$ cat config.mk
export PLATFORM = sky130hd
export DESIGN_NAME = pixel_buffer
export DESIGN_NICKNAME = d
export VERILOG_FILES = /design/src/rtl/pixel_buffer.sv
export SDC_FILE = /design/constraint.sdc
export NUM_CORES = 1
export LEC_CHECK = 0
export BUFFER_PORTS_ARGS = -buffer_cell sky130_fd_sc_hd__buf_2
export CAP_MARGIN = 20
export CORE_MARGIN = 5
export CORE_UTILIZATION = 64
export CTS_BUF_LIST = sky130_fd_sc_hd__clkbuf_8
export DETAILED_ROUTE_END_ITERATION = 12
export HOLD_SLACK_MARGIN = 0.03
export MAX_ROUTING_LAYER = met4
export PLACE_DENSITY = 0.82
export SYNTH_ARGS = -nofsm -noshare
export SYNTH_HDL_FRONTEND = slang
export SYNTH_SLANG_ARGS = --single-unit
$ cat constraint.sdc
create_clock -name clk -period 5 [get_ports clk]
set_clock_uncertainty 0.15 [all_clocks]
set_input_delay 1.25 -clock clk [delete_from_list [all_inputs] [get_ports clk]]
set_output_delay 1.25 -clock clk [all_outputs]
set_load 0.05 [all_outputs]
$ cat src/rtl/pixel_buffer.sv
`timescale 1ns/1ps
`default_nettype none
// =============================================================================
// pixel_buffer : elastic FIFO from shader pixel writes to the frame-buffer writer
// Optional macro PB_FRAME_DONE_EN adds an end-of-frame pop counter.  Rev 1.0
// =============================================================================
module pixel_buffer #(
  parameter int  DEPTH       = 16,
  parameter int  FULL_MARGIN = 2,
  parameter int  NUM_PIXELS  = 307200,
  parameter type pixel_buffer_entry_t = logic [42:0]
) (
  input  logic                clk,
  input  logic                rst,
  input  logic                pb_we,
  input  pixel_buffer_entry_t pb_data_out,
  output logic                pb_full,
  output logic                pb_to_fb_valid,
  output pixel_buffer_entry_t pb_to_fb_data,
  input  logic                pb_to_fb_stall,
  output logic                pb_overflow,
  output logic                frame_done
);

  localparam int AW = $clog2(DEPTH);
  localparam int CW = AW + 1;
  localparam logic [CW-1:0] DEPTH_CNT = CW'(DEPTH);
  localparam logic [CW-1:0] FULL_LVL  = CW'(DEPTH - FULL_MARGIN);

  if (DEPTH < 4 || (DEPTH & (DEPTH - 1)) != 0 || FULL_MARGIN < 0 ||
      FULL_MARGIN >= DEPTH || NUM_PIXELS < 1) begin : g_param_check
    $error("pixel_buffer: illegal parameter combination");
  end

  pixel_buffer_entry_t mem_q [DEPTH];
  logic [AW-1:0]       rd_ptr_q, rd_ptr_d;
  logic [AW-1:0]       wr_ptr_q, wr_ptr_d;
  logic [CW-1:0]       count_q, count_d;
  logic                overflow_q, overflow_d;
  logic                push, pop, drop;

  // A write into a full buffer is dropped even when the head pops this cycle,
  // so the accept decision depends only on the registered occupancy.
  always_comb begin
    push       = pb_we && (count_q != DEPTH_CNT);
    drop       = pb_we && (count_q == DEPTH_CNT);
    pop        = (count_q != '0) && !pb_to_fb_stall;
    wr_ptr_d   = push ? wr_ptr_q + AW'(1) : wr_ptr_q;
    rd_ptr_d   = pop  ? rd_ptr_q + AW'(1) : rd_ptr_q;
    overflow_d = overflow_q | drop;
    count_d    = count_q;
    case ({push, pop})
      2'b10:   count_d = count_q + CW'(1);
      2'b01:   count_d = count_q - CW'(1);
      default: count_d = count_q;
    endcase
  end

  always_ff @(posedge clk or posedge rst) begin
    if (rst) begin
      rd_ptr_q   <= '0;
      wr_ptr_q   <= '0;
      count_q    <= '0;
      overflow_q <= 1'b0;
    end else begin
      rd_ptr_q   <= rd_ptr_d;
      wr_ptr_q   <= wr_ptr_d;
      count_q    <= count_d;
      overflow_q <= overflow_d;
    end
  end

  // Storage needs no reset: an entry is only observed once count covers it.
  always_ff @(posedge clk) begin
    if (push) begin
      mem_q[wr_ptr_q] <= pb_data_out;
    end
  end

  assign pb_to_fb_valid = (count_q != '0);
  assign pb_to_fb_data  = mem_q[rd_ptr_q];
  assign pb_full        = (count_q >= FULL_LVL);
  assign pb_overflow    = overflow_q;

`ifdef PB_FRAME_DONE_EN
  localparam int FW = (NUM_PIXELS > 1) ? $clog2(NUM_PIXELS) : 1;
  localparam logic [FW-1:0] LAST_PIX = FW'(NUM_PIXELS - 1);

  logic [FW-1:0] pix_cnt_q, pix_cnt_d;
  logic          frame_done_q, frame_done_d;

  always_comb begin
    pix_cnt_d    = pix_cnt_q;
    frame_done_d = 1'b0;
    if (pop) begin
      if (pix_cnt_q == LAST_PIX) begin
        pix_cnt_d    = '0;
        frame_done_d = 1'b1;
      end else begin
        pix_cnt_d = pix_cnt_q + FW'(1);
      end
    end
  end

  always_ff @(posedge clk or posedge rst) begin
    if (rst) begin
      pix_cnt_q    <= '0;
      frame_done_q <= 1'b0;
    end else begin
      pix_cnt_q    <= pix_cnt_d;
      frame_done_q <= frame_done_d;
    end
  end

  assign frame_done = frame_done_q;
`else
  assign frame_done = 1'b0;
`endif

endmodule
`default_nettype wire

==> key figures <==
Global routing
  • Total routing resource utilization after global routing: approximately a quarter
  • Number of antenna violations at the first check in global routing: 4
  • Remaining global-route overflow: 0
  • Pin count of the biggest net entering global routing: 78
  • Number of global-route vias before repair: roughly 15000
  • First-pass GRT wire length: between 80 and 90 mm

STA
  • Min cycle time layout: 4.687 ns
  • Final-layout setup total negative slack: 0 ns
  • Max Freq: approximately 210 MHz
  • Setup repair after global routing missed its margin: false
  • Final setup vio count: 0
  • Fin. Hold Viols: 0
  • Pin slew with the least headroom to its limit: between 0.9 and 1 ns
  • Slew headroom: 36.12%
  • Slew Viols, Final: 0
  • Fin crit share: a little over nine tenths
  • Min Hold Slack: 0.3153 ns
  • Post-route setup slack: roughly 0.31 ns

Synthesis
  • Primary FF master, synth: sky130_fd_sc_hd__edfxtp_1
  • Yosys reg bits: 702
  • Number of warning messages in the yosys log: 0
  • Distinct cell type count after synthesis: 37
  • Syn_area_per_cell: around 20 sq um
  • Main combinational cell family by area after synthesis: multiplexers
  • Synthesized net count: about 1400
  • Synth Instances: between 1000 and 1500
  • Syn Std Cell Area: 27260 sq um
  • Seq/Total Area, Yosys: roughly 77%
  • Proportion of synthesized flip-flops having asynchronous set or reset: 1.994%
  • Fraction of the mapped netlist area in simple logic gates: roughly 1.3%
  • Post-synth EDFFs: between 600 and 700
  • Parity-gate share of the synthesized area counting xor and xnor cells: less than 1%
  • Post-synthesis share of cell area spent on full adders, half adders and majority gates: less than 1%
  • Post-synthesis compound-gate area fraction: ~5.2%
  • Multiplexer share of the synthesized area: around 14%

Critical path
  • Total buffers and inverters traversed by the critical path: 2
  • Reg-to-Reg Start: count_q[3]
  • End of the worst register-to-register path: count_q[4]
  • Critical path endpoint category: output pin
  • Data arrival at the endpoint of the critical path: between 3 and 4 ns
  • Critical path launch point: rd_ptr_q[1]
  • Worst path cell trace: and2_4 -> buf_4 -> a221oi_1 -> a22oi_1 -> nand2_1 -> buf_2
  • Highest-delay cell along the critical path: sky130_fd_sc_hd__dfrtp_4
  • Depth of the critical timing path with buffers and inverters included: 6
  • Type of the setup path with the least slack: reg -> out
  • Slack of the worst reg-to-reg path: roughly 1.8 ns
  • Required time worst endpoint: 3.60 ns
  • Kind of start point of the critical path: register
  • Largest delay contributor family on the critical path: simple AND/OR/NAND/NOR gates
  • Depth of the worst register-to-register path: 10
  • Worst setup path endpoint: pb_to_fb_data[0]
  • Largest stage delay on the critical path: between 0.7 and 0.8 ns
  • Worst-path maximum fanout: 44

Finish
  • Commonest cells after routing, fill and taps aside: sky130_fd_sc_hd__edfxtp_1, sky130_fd_sc_hd__mux2i_1, sky130_fd_sc_hd__clkbuf_8
  • Area of all sequential standard cells: ~21000 sq um
  • Fillcell total: about 2400
  • Final non-filler cell area: 30360 sq um
  • Number of nets in the finished design: about 1600
  • Share of cells above drive strength 1: between 20 and 25%
  • Util after Layout: between 70% and 80%
  • Total area of multi-input combinational cells: approximately 5900 sq um
  • Synth-to-layout area growth: 11.37%
  • Leading cell type in the layout, fill and taps excluded: sky130_fd_sc_hd__edfxtp_1

Detailed routing
  • DRT antenna net count: 0
  • Routed wire length: 57.43 mm
  • DR vias: roughly 14000
  • Via-to-Cell Ratio: 6.413
  • Drt wl/cell: between 20 and 30 microns
  • First drt pass iteration count: 5
  • DRC violation count after routing: 0
  • Detailed Route Iter0 Violations: 1425

Floorplanning
  • Row Count: 75
  • Die height: 216.4 microns
  • Die outline width: ~220 microns
  • Die Outline Area: ~47000 sq um
  • Area of the core region: 42040 sq um
  • Initial Util: roughly two thirds
  • Boundary Pins: 94

Clock network
  • Post-CTS Setup Repair Bufs: 0
  • Buffer cell driving the clock tree root: sky130_fd_sc_hd__clkbuf_8
  • Max Root-Sink Buffers: 3
  • Hold Buf Count CTS: 0
  • Sinks on the clock net: 702
  • TritonCTS buffer count: approximately 100
  • Clock Pin Slew Worst Setup and Hold Paths: roughly 0.06 ns
  • Worst-skew pair later-pin latency: roughly 0.66 ns
  • Number of instances resized during post-cts repair: 0
  • CTS tree: built
  • H-Tree Depth: 3

Place
  • Area of placed instances: 28540 sq um
  • GP Congestion: 0.7999
  • Number of I/O port buffers: roughly 90
  • Post-Place Worst Slack: between 1 and 1.5 ns
  • Estimated wirelength of the detail-placed design: roughly 32 mm

Power and ir drop
  • Power density over the cells: approximately 600 nW/um^2
  • Peak ir drop on the vdd network: roughly 0.57 mV
  • Pleak: approximately 10 nW

Flow run
  • Number of maximum-capacitance violations: 0

Run status
  • Result of the run: finished clean

Hold path
  • Worst Hold Class: reg -> reg
layout make-up:
type                            instances  share of cell area, %
Clock buffer                          106                  4.806
Tap cell                              539                  2.222
Multi-Input combinational cell        588                  19.37
Timing Repair Buffer                  133                  3.067
Antenna cell                            5                0.04122
Inverter                                9                 0.1113
Clock inverter                         78                  1.134
Sequential cell                       702                  69.25
logic make-up after synthesis:
kind of cell | after synthesis
other | 1
buffers and inverters | 85
AOI/OAI and AO/OA | 225
adders and majority gates | 10
xor gates and xnor gates | 10
and+or+nand+nor | 82
DFF | 702
muxes | 260
sequential cells by signal, summed over array words and instances, names as in the netlist:
register,flops
count_q,5
mem_q,688
pb_overflow,1
rd_ptr_q,4
wr_ptr_q,4
cell usage after synthesis, types with 2 or more instances:
master                     count  area (sq um)
sky130_fd_sc_hd__buf_6        19         214.0
sky130_fd_sc_hd__dfrtp_1      14         350.3
sky130_fd_sc_hd__mux2_1        9         101.4
sky130_fd_sc_hd__mux4_2       86          1937
sky130_fd_sc_hd__mux2i_1     130          1301
sky130_fd_sc_hd__clkbuf_1     26         97.59
sky130_fd_sc_hd__xnor2_1       6         52.55
sky130_fd_sc_hd__xor2_1        4         35.03
sky130_fd_sc_hd__edfxtp_1    688         20660
sky130_fd_sc_hd__nor2b_1       2         12.51
sky130_fd_sc_hd__buf_4         7         52.55
sky130_fd_sc_hd__nand3_1       2         10.01
sky130_fd_sc_hd__buf_1         4         15.01
sky130_fd_sc_hd__nor3_1        4         20.02
sky130_fd_sc_hd__a221oi_2      3         45.04
sky130_fd_sc_hd__o21ai_0      82         410.4
sky130_fd_sc_hd__nor2_1       12         45.04
sky130_fd_sc_hd__mux2_2       35         394.1
sky130_fd_sc_hd__buf_2        20         100.1
sky130_fd_sc_hd__a22oi_1      43         322.8
sky130_fd_sc_hd__nand2b_1      3         18.77
sky130_fd_sc_hd__o21ai_1       8         40.04
sky130_fd_sc_hd__a221oi_1     40         350.3
sky130_fd_sc_hd__inv_1         9         33.78
sky130_fd_sc_hd__a21oi_1      46         230.2
sky130_fd_sc_hd__nand2_1      54         202.7
sky130_fd_sc_hd__ha_1          9         112.6
worst min-delay path by stage:
stage | slack, ns | to | from | cells after the start
2_1_floorplan | 0.35 | count_q[4] | count_q[4] | 1
3_3_place_gp | 0.30 | pb_overflow | pb_overflow | 1
3_5_place_dp | 0.31 | pb_overflow | pb_overflow | 1
4_1_cts | 0.32 | pb_overflow | pb_overflow | 1
5_1_grt | 0.35 | pb_overflow | pb_overflow | 1
6_report | 0.32 | pb_overflow | pb_overflow | 1
through the flow:
step | cells | total power, mW
2_1_floorplan | 1375 | 12.37
3_3_place_gp | 1971 | 13.96
3_5_place_dp | 1971 | 14.15
4_1_cts | 2155 | 18.19
5_1_grt | 2159 | 18.89
6_report | 2160 | 18.10
report_power, final:
part	total, mW	internal [mW]	leakage, nW	switching (mW)
combinational	6.57	2.19	2.86	4.38
clock	4.06	2.01	1.05	2.05
sequential	7.46	7.10	6.38	0.362
per-layer routing:
metal  GRT usage, %  vias up  share of wire [%]
met5              -        -                  0
met4          9.900        0                3.0
met3          4.368      126                9.0
met2          40.05      691                 50
met1          33.78     7042                 38
li1               -     5992                  -
(Power assumes the default switching activity.)
